## src/rtl/operand_fetch.sv

```systemverilog
`default_nettype none
// +--------------------------------------------------------------------------+
// | Module      : operand_fetch                                              |
// | Description : Scoreboard-gated operand fetch stage between decode and    |
// |               issue; reads the register bank and marks rd pending.       |
// | Revision    : 1.0 - initial release                                      |
// +--------------------------------------------------------------------------+
module operand_fetch #(
  parameter int DWIDTH = 32,
  parameter int AWIDTH = 5,
  parameter int PWIDTH = 32
) (
  input  logic                   clk,
  input  logic                   reset,
  input  logic                   in_valid,
  output logic                   in_ready,
  input  logic [AWIDTH-1:0]      in_rs1,
  input  logic [AWIDTH-1:0]      in_rs2,
  input  logic [AWIDTH-1:0]      in_rd,
  input  logic [PWIDTH-1:0]      in_payload,
  output logic [2*AWIDTH-1:0]    read_addr,
  input  logic [2*DWIDTH-1:0]    read_data,
  input  logic [(2**AWIDTH)-1:0] register_valid,
  output logic [AWIDTH-1:0]      invalidate_register,
  output logic                   out_valid,
  input  logic                   out_ready,
  output logic [DWIDTH-1:0]      out_op1,
  output logic [DWIDTH-1:0]      out_op2,
  output logic [AWIDTH-1:0]      out_rd,
  output logic [PWIDTH-1:0]      out_payload,
  output logic [31:0]            stall_cycles
);

  localparam logic [1:0] S_IDLE  = 2'd0;
  localparam logic [1:0] S_CHECK = 2'd1;
  localparam logic [1:0] S_READ  = 2'd2;
  localparam logic [1:0] S_HOLD  = 2'd3;

  localparam logic [AWIDTH-1:0] c_reg_zero  = '0;
  localparam logic [31:0]       c_stall_max = '1;

  logic [1:0]        r_state;
  logic [1:0]        w_state_next;
  logic [AWIDTH-1:0] r_rs1;
  logic [AWIDTH-1:0] r_rs2;
  logic [AWIDTH-1:0] r_rd;
  logic [PWIDTH-1:0] r_payload;
  logic              r_out_valid;
  logic [DWIDTH-1:0] r_out_op1;
  logic [DWIDTH-1:0] r_out_op2;
  logic [AWIDTH-1:0] r_out_rd;
  logic [PWIDTH-1:0] r_out_payload;
  logic [31:0]       r_stall_cycles;

  logic w_src1_ok;
  logic w_src2_ok;
  logic w_dst_ok;
  logic w_operands_ok;
  logic w_in_ready;
  logic w_accept;
  logic w_issue;

  // rd == 0 is the "no destination" encoding, so it never blocks on the scoreboard.
  assign w_src1_ok     = register_valid[r_rs1];
  assign w_src2_ok     = register_valid[r_rs2];
  assign w_dst_ok      = (r_rd == c_reg_zero) | register_valid[r_rd];
  assign w_operands_ok = w_src1_ok & w_src2_ok & w_dst_ok;

  assign w_in_ready = ~reset & ((r_state == S_IDLE) | ((r_state == S_HOLD) & out_ready));
  assign w_accept   = in_valid & w_in_ready;
  assign w_issue    = (r_state == S_CHECK) & w_operands_ok & ~reset;

  always_comb begin
    w_state_next = r_state;
    case (r_state)
      S_IDLE:  if (w_accept) w_state_next = S_CHECK;
      S_CHECK: if (w_operands_ok) w_state_next = S_READ;
      S_READ:  w_state_next = S_HOLD;
      S_HOLD: begin
        if (out_ready) w_state_next = w_accept ? S_CHECK : S_IDLE;
      end
      default: w_state_next = S_IDLE;
    endcase
  end

  always_ff @(posedge clk) begin
    if (reset) begin
      r_state        <= S_IDLE;
      r_rs1          <= '0;
      r_rs2          <= '0;
      r_rd           <= '0;
      r_payload      <= '0;
      r_out_valid    <= 1'b0;
      r_out_op1      <= '0;
      r_out_op2      <= '0;
      r_out_rd       <= '0;
      r_out_payload  <= '0;
      r_stall_cycles <= '0;
    end else begin
      r_state <= w_state_next;

      if (w_accept) begin
        r_rs1     <= in_rs1;
        r_rs2     <= in_rs2;
        r_rd      <= in_rd;
        r_payload <= in_payload;
      end

      if ((r_state == S_CHECK) && !w_operands_ok && (r_stall_cycles != c_stall_max)) begin
        r_stall_cycles <= r_stall_cycles + 32'd1;
      end

      // Bank data here reflects read_addr from the CHECK cycle, i.e. before rd's invalidation lands.
      if (r_state == S_READ) begin
        r_out_valid   <= 1'b1;
        r_out_op1     <= read_data[DWIDTH-1:0];
        r_out_op2     <= read_data[2*DWIDTH-1:DWIDTH];
        r_out_rd      <= r_rd;
        r_out_payload <= r_payload;
      end else if ((r_state == S_HOLD) && out_ready) begin
        r_out_valid <= 1'b0;
      end
    end
  end

  assign in_ready            = w_in_ready;
  assign read_addr           = {r_rs2, r_rs1};
  assign invalidate_register = w_issue ? r_rd : c_reg_zero;
  assign out_valid           = r_out_valid;
  assign out_op1             = r_out_op1;
  assign out_op2             = r_out_op2;
  assign out_rd              = r_out_rd;
  assign out_payload         = r_out_payload;
  assign stall_cycles        = r_stall_cycles;

endmodule
`default_nettype wire

```

## config.mk

```make
export PLATFORM = sky130hd
export DESIGN_NAME = operand_fetch
export DESIGN_NICKNAME = d
export VERILOG_FILES = /design/src/rtl/operand_fetch.sv
export SDC_FILE = /design/constraint.sdc
export NUM_CORES = 1
export LEC_CHECK = 0
export BUFFER_PORTS_ARGS = -buffer_cell sky130_fd_sc_hd__buf_2
export CORE_ASPECT_RATIO = 0.7
export CORE_MARGIN = 2
export CORE_UTILIZATION = 45
export CTS_CLUSTER_SIZE = 16
export DETAILED_ROUTE_END_ITERATION = 6
export PLACE_DENSITY = 0.77
export REMOVE_ABC_BUFFERS = 1
export SLEW_MARGIN = 20
export SYNTH_ARGS = -nofsm -noshare
export SYNTH_HDL_FRONTEND = slang
export SYNTH_SLANG_ARGS = --single-unit
```

## constraint.sdc

```tcl
create_clock -name clk -period 2.4 [get_ports clk]
set_input_delay 0.12 -clock clk [delete_from_list [all_inputs] [get_ports clk]]
set_output_delay 0.12 -clock clk [all_outputs]
set_load 0.05 [all_outputs]
```

==> results of run 1 <==
-- layout by cell type, fill, tap and decap left out, drive strengths merged, types with 15 or more instances in the layout --
cell type	instances
buf	366
mux2i	118
dfxtp	183
a21oi	30
mux4	17
nand2b	45
nand2	71
nor2	118
or4	21
dlygate4sd3	111
inv	22
o21ai	49
nand3	15
clkbuf	19
o31ai	25
-- layer usage --
layer / share of wire [%] / wire [um] / track usage (%) / vias up
met3: 8.5 / 2220 / 8.03 / 61
met4: 2.8 / 725 / 11.1 / 0
li1: - / - / - / 3884
met2: 47 / 12300 / 45.4 / 350
met5: 0 / 0 / 0 / -
met1: 42 / 11000 / 32.4 / 3835
-- cell type report --
cell class / instances / area [um^2]
fill: 1271 / 5170
multi-input combinational: 599 / 4250
sequential: 183 / 3670
timing repair buffer: 478 / 3360
clock buffer: 19 / 453
tap: 231 / 289
clock inverter: 13 / 124
inverter: 14 / 52.6
antenna: 1 / 2.50
-- flip-flops by register name, indices dropped and copies added, names as in the netlist --
register and flops:
out_op1 32, out_op2 32, out_payload 32, r_payload 32
stall_cycles 32, out_rd 5, r_rd 5, r_rs1 5
r_rs2 5, r_state 2, out_valid 1
-- worst paths after layout --
kind,from,end
worst min-delay path,out_ready,out_valid$_SDFFE_PP0P_
worst max register to register,r_rd[0]$_SDFFE_PP0P_,stall_cycles[24]$_SDFFE_PP0P_
worst max-delay path,r_rd[0]$_SDFFE_PP0P_,invalidate_register[1]
worst min register to register,r_payload[5]$_SDFFE_PP0P_,r_payload[5]$_SDFFE_PP0P_
-- power by group --
group	switching (mW)	internal, mW	total (mW)	leakage (nW)
Sequential	0.284	3.42	3.70	1.49
Clock	1.32	1.43	2.75	0.281
Combinational	2.45	1.66	4.10	3.40
-- cells in the mapped netlist, drive strengths merged (3+ instances only) --
| library cell | instances |
|---|---|
| a21oi | 30 |
| a22oi | 4 |
| and2 | 7 |
| and3 | 8 |
| and4 | 3 |
| buf | 24 |
| clkbuf | 38 |
| dfxtp | 183 |
| ha | 6 |
| inv | 13 |
| mux2 | 8 |
| mux2i | 118 |
| mux4 | 17 |
| nand2 | 71 |
| nand2b | 45 |
| nand3 | 15 |
| nand4 | 9 |
| nor2 | 118 |
| nor2b | 10 |
| nor3 | 9 |
| o21ai | 49 |
| o31ai | 25 |
| or3 | 6 |
| or4 | 21 |
-- logic make-up (layout without fill, tap and decap cells) --
| family | count (synthesis) | in the layout |
|---|---|---|
| flops | 183 | 183 |
| simple gates | 330 | 330 |
| compound gates | 120 | 120 |
| other cells | 0 | 1 |
| mux | 143 | 143 |
| fa+ha+maj | 6 | 6 |
| buf+inv | 76 | 524 |
-- through the flow --
stage / utilization [%] / setup TNS, ps / hold WS, ps / worst slack [ps]
CTS: 69.8 / -12190 / 45.2 / -476
detailed placement: 59.0 / -10760 / 321 / -354
finish: 70.2 / -12530 / 56.4 / -463
global placement: 59.0 / -7610 / 312 / -270
floorplan: - / -281810 / 189 / -2000
global route: 70.2 / -15900 / 58.4 / -552
-- worst max-delay path, stage by stage (launching register included) --
cell	delay (ps)
dfxtp_2	350
buf_6	100
mux4_2	500
and3_4	170
or4_4	440
nand4_4	100
nor3_4	70
buf_6	120
nor3b_4	160
and2_4	170
buf_6	150
-- repair_timing --
item | in CTS | in global routing
gates resized for setup | 34 | 15
pin swaps | 21 | 8
endpoints found under the hold margin | 111 | 0
buffers inserted | 3 | 1
setup endpoints to repair | 39 | 39
hold buffers | 111 | 0
cloned | 1 | 0
==> results.toml, run 1 <==
[logic_synthesis]
synth-simple-area-share_pct = 20.2
synth_cells = 858
synth_area_leader_cell = "dfxtp_1"
ys_warn_count = 0
netlist_top_cells_area = "dfxtp_1 (45%), mux2i_1 (15%), nor2_1 (5.4%)"
synth_edf_count = 0
synth.top_cell.area_share_pct = 45.3
synth_compound_area_share_pct = 8.85
synthAdderAreaFrac_pct = 0.929
ys_types = 51
ys.flop_type = "dfxtp_1"
synth_mux_area_share_pct = 20.6
async_flop_share_pct = 0
synthXorXnorAreaFrac_pct = 0
synth_top_family_by_area = "multiplexers"
synth-seq-cells = 183
netlist_area_um2 = 8080
syn_area_per_cell_um2 = 9.42
seq_area_frac_synth_pct = 45.3

[global_route]
grtUsageTotal_pct = 26.9
antenna_found_initial = 1
grt.overflow.total = 0
grt_first_pass_wirelength_um = 40400
first_global_vias = 7984
grt_max_degree = 105

[timing]
finalSetupViolCount = 39
slew_headroom_pct = 47.9
min_period_over_period_pct = 119
slew_viol_final = 0
hold_violations = 0
rsz0062_at_grt = "yes"
finalCriticalPeriod_ps = 2860
finalClockSkew_ps = 13.2
worst_slew_pin_slew_ps = 782
post-route-worst-setup-slack_ps = -463
fmax_ghz = 0.349

[outcome]
outcome = "complete, but fails checks"
violations = "negative setup slack"

[layout]
stdcell_area_um2 = 12200
nNetsFinal = 1446
drive_above_1_share_pct = 34.4
syn2layout_area_growth_pct = 50.9
fin_cells = 1538

[floorplanning]
pin_count = 297
fp-row-count = 40
dieHeight_um = 116
core-area_um2 = 17400
die_w_um = 164
initial_core_util_pct = 46.5
die-area_um2 = 19100

[setup_path]
critPathMaxFanout = 5
setup.worst_path.end_class = "output pin"
r2r_setup_slack_ps = -390
critPathLaunchType = "flop"
critPathKind = "flop to output pin"
cp.arrival_ps = 2740
crit_required_ps = 2280
r2r_cells = 10

[placement]
port_buffers = 296
post-place-cells = 1390
dpl.hpwl_um = 16500
gp_congestion = 0.994
dpl_cell_area_um2 = 10200

[clocking]
cts_buffers = 17
cts_htree_levels = 4
cts_tree = "built"
cts_root_buf = "clkbuf_16"
cts_num_sinks = 183
clock_latency_ps = 430
path_clk_slew_ps = 70
cts_buffer_depth = 2

[pwr]
p_leak_nw = 5.16
power.total_mw = 10.6
powerDensity_nw_per_um2 = 866
worst_ir_drop_vdd_v = 0.000517

[route]
wl_per_cell_um = 17.0
drtIter0Drc = 767
vias_per_cell = 5.29
drt_first_pass_iters = 5
routed_wl_um = 26200
drc_errors = 0
vias = 8130
ant_nets = 0

[worst_hold_path]
hold_class = "input pin to flop"
hold_depth = 4

[run]
max_cap_violations = 0
No activity file was read; power rests on OpenSTA's default activity.
==> run 2: changes to the inputs <==
- ABC_AREA: default -> 0
- CORE_ASPECT_RATIO: 0.7 -> default
- CORE_MARGIN: 2 -> default
==> run 2 against run 1 <==
  * The flow still finishes with violations (negative setup slack)
  * Clock power is 11% higher
  * Core utilization is 0.93 points higher
  * Fmax is 2.2% higher
  * Critical path type is now flop to flop
  * Critical endpoint is now stall_cycles[25]$_SDFFE_PP0P_
  * Worst setup slack better by 61 ps
  * Via count is 2.1% higher
  * Routed wire length is 0.45% lower
==> results.toml, run 2 (synthesis results as in run 1) <==
[global_route]
first_global_vias = 8103
grt.overflow.total = 0
busiest_layer = "met2"
grt_max_degree = 191
grt.met1_usage_pct = 30.3
use_met2_pct = 48.3
antenna_found_initial = 2
grt_use_met3_pct = 5.93
grtUsageTotal_pct = 27.3
grt_first_pass_wirelength_um = 39700

[outcome]
outcome = "complete, but fails checks"
violations = "negative setup slack"

[clocking]
cts_root_buf = "clkbuf_16"
cts_num_sinks = 183
cts_htree_levels = 4
clock_latency_ps = 440
cts_buffer_depth = 2
cts_buffers = 17
path_clk_slew_ps = 80
cts_tree = "built"

[layout]
syn2layout_area_growth_pct = 53.3
drive_above_1_share_pct = 37.4
final_cell_mix = "buf_2 (290), dfxtp_1 (177), mux2i_1 (118)"
stdcell_area_um2 = 12400
regArea_um2 = 3670
final_common_cell = "buf_2"
nNetsFinal = 1443
filler_cell_count = 1212
multiInputGateArea_um2 = 4420

[floorplanning]
fp-row-count = 48
die-area_um2 = 18500
core-area_um2 = 17400
initial_core_util_pct = 46.4
dieHeight_um = 136
die_w_um = 136
pin_count = 297

[route]
drc_errors = 0
routed_wl_um = 26100
vias = 8300
vias_per_cell = 5.42
drt_first_pass_iters = 5
drtIter0Drc = 444
wl_per_cell_um = 17.1
ant_nets = 0

[placement]
place_ws_ps = -343
gp_congestion = 0.965
port_buffers = 296
dpl.hpwl_um = 15200
dpl_cell_area_um2 = 10100

[run]
max_cap_violations = 0

[pwr]
powerDensity_nw_per_um2 = 876
worst_ir_drop_vdd_v = 0.000561
p_leak_nw = 5.19

[timing]
post-route-worst-setup-slack_ps = -403
rsz0062_at_grt = "yes"
worst_slew_pin_slew_ps = 839
slew_headroom_pct = 44.1
tns_ps = -12150
finalCriticalPeriod_ps = 2800
hold_slack_ps = 71.9
fmax_ghz = 0.357
finalClockSkew_ps = 11.5
finalSetupViolCount = 39
hold_violations = 0
min_period_over_period_pct = 117
slew_viol_final = 0

[setup_path]
critPathKind = "flop to flop"
critPathLaunchType = "flop"
cp.arrival_ps = 3160
critPathMaxFanout = 8
cp_slowest_stage_delay_ps = 510
path_cells = "buf_6, mux4_2, or4_4, nand4_4, nor3_4, buf_4, buf_6, buf_12, or4_4, a21oi_2"
slowest_stage = "or4_4"
setup.worst_path.end_class = "flop"
crit_required_ps = 2760

[worst_hold_path]
hold_class = "input pin to flop"
==> run 2: cell count changes in the layout (fill, tap and decap cells not counted), sizes merged <==
cell | previous run | this run
buf | 366 | 362
clkinv | 3 | 6
bufinv | 0 | 2
inv | 22 | 20
clkbuf | 19 | 18
clkinvlp | 2 | 1
diode | 1 | 2
==> run 2: layout make-up <==
| type | count | share of cell area, % |
|---|---|---|
| clock buffers | 17 | 3.43 |
| diodes | 2 | 0.0404 |
| inverters | 14 | 0.424 |
| repair buffers | 475 | 26.7 |
| flip-flops and latches | 183 | 29.6 |
| well taps | 225 | 2.27 |
| clock inverters | 15 | 1.80 |
| multi-input cells | 599 | 35.7 |
==> run 2: per-layer routing <==
layer / vias up / part of all wire (%)
li1: 3870 / -
met1: 3965 / 38
met2: 365 / 51
met3: 100 / 6.2
met4: 0 / 4.5
met5: - / 0
==> run 2: critical path, delay by kind of cell, from the launching register on <==
kind                   cells  cell delay [ps]
AO/OA/AOI/OAI              1              150
buffers and inverters      4              530
flip-flops                 1              400
multiplexers               1              490
AND/OR/NAND/NOR            4             1160
==> run 2: final timing paths <==
| path | from | endpoint | slack (ps) | depth (start not counted) |
|---|---|---|---|---|
| hold reg to reg | r_payload[17]$_SDFFE_PP0P_ | r_payload[17]$_SDFFE_PP0P_ | 480 | 2 |
| setup reg to reg | r_rd[0]$_SDFFE_PP0P_ | stall_cycles[25]$_SDFFE_PP0P_ | -400 | 10 |
| hold / removal | out_ready | out_valid$_SDFFE_PP0P_ | 70 | 4 |
| setup / recovery | r_rd[0]$_SDFFE_PP0P_ | stall_cycles[25]$_SDFFE_PP0P_ | -400 | 10 |
==> run 2: where the power goes <==
group | switching (mW) | internal (mW) | leakage (nW) | total, mW
Clock | 1.42 | 1.62 | 0.310 | 3.04
Sequential | 0.282 | 3.42 | 1.49 | 3.70
Combinational | 2.48 | 1.63 | 3.39 | 4.11
==> run 2: stage by stage <==
stage / total power [mW] / instances / util, %
after floorplan: 6.20 / 796 / -
after global placement: 7.20 / 1378 / 58.2
after detailed placement: 7.27 / 1378 / 58.2
after CTS: 10.6 / 1524 / 69.4
after global routing: 11.3 / 1530 / 71.1
final: 10.9 / 1530 / 71.1
==> run 2: timing repair <==
item | in CTS | in global routing
endpoints found under the setup margin | 39 | 39
setup buffers | 2 | 3
cloned | 1 | 1
pin swaps | 34 | 18
endpoints found under the hold margin | 111 | 0
resized for setup | 34 | 59
hold buffers | 111 | 0
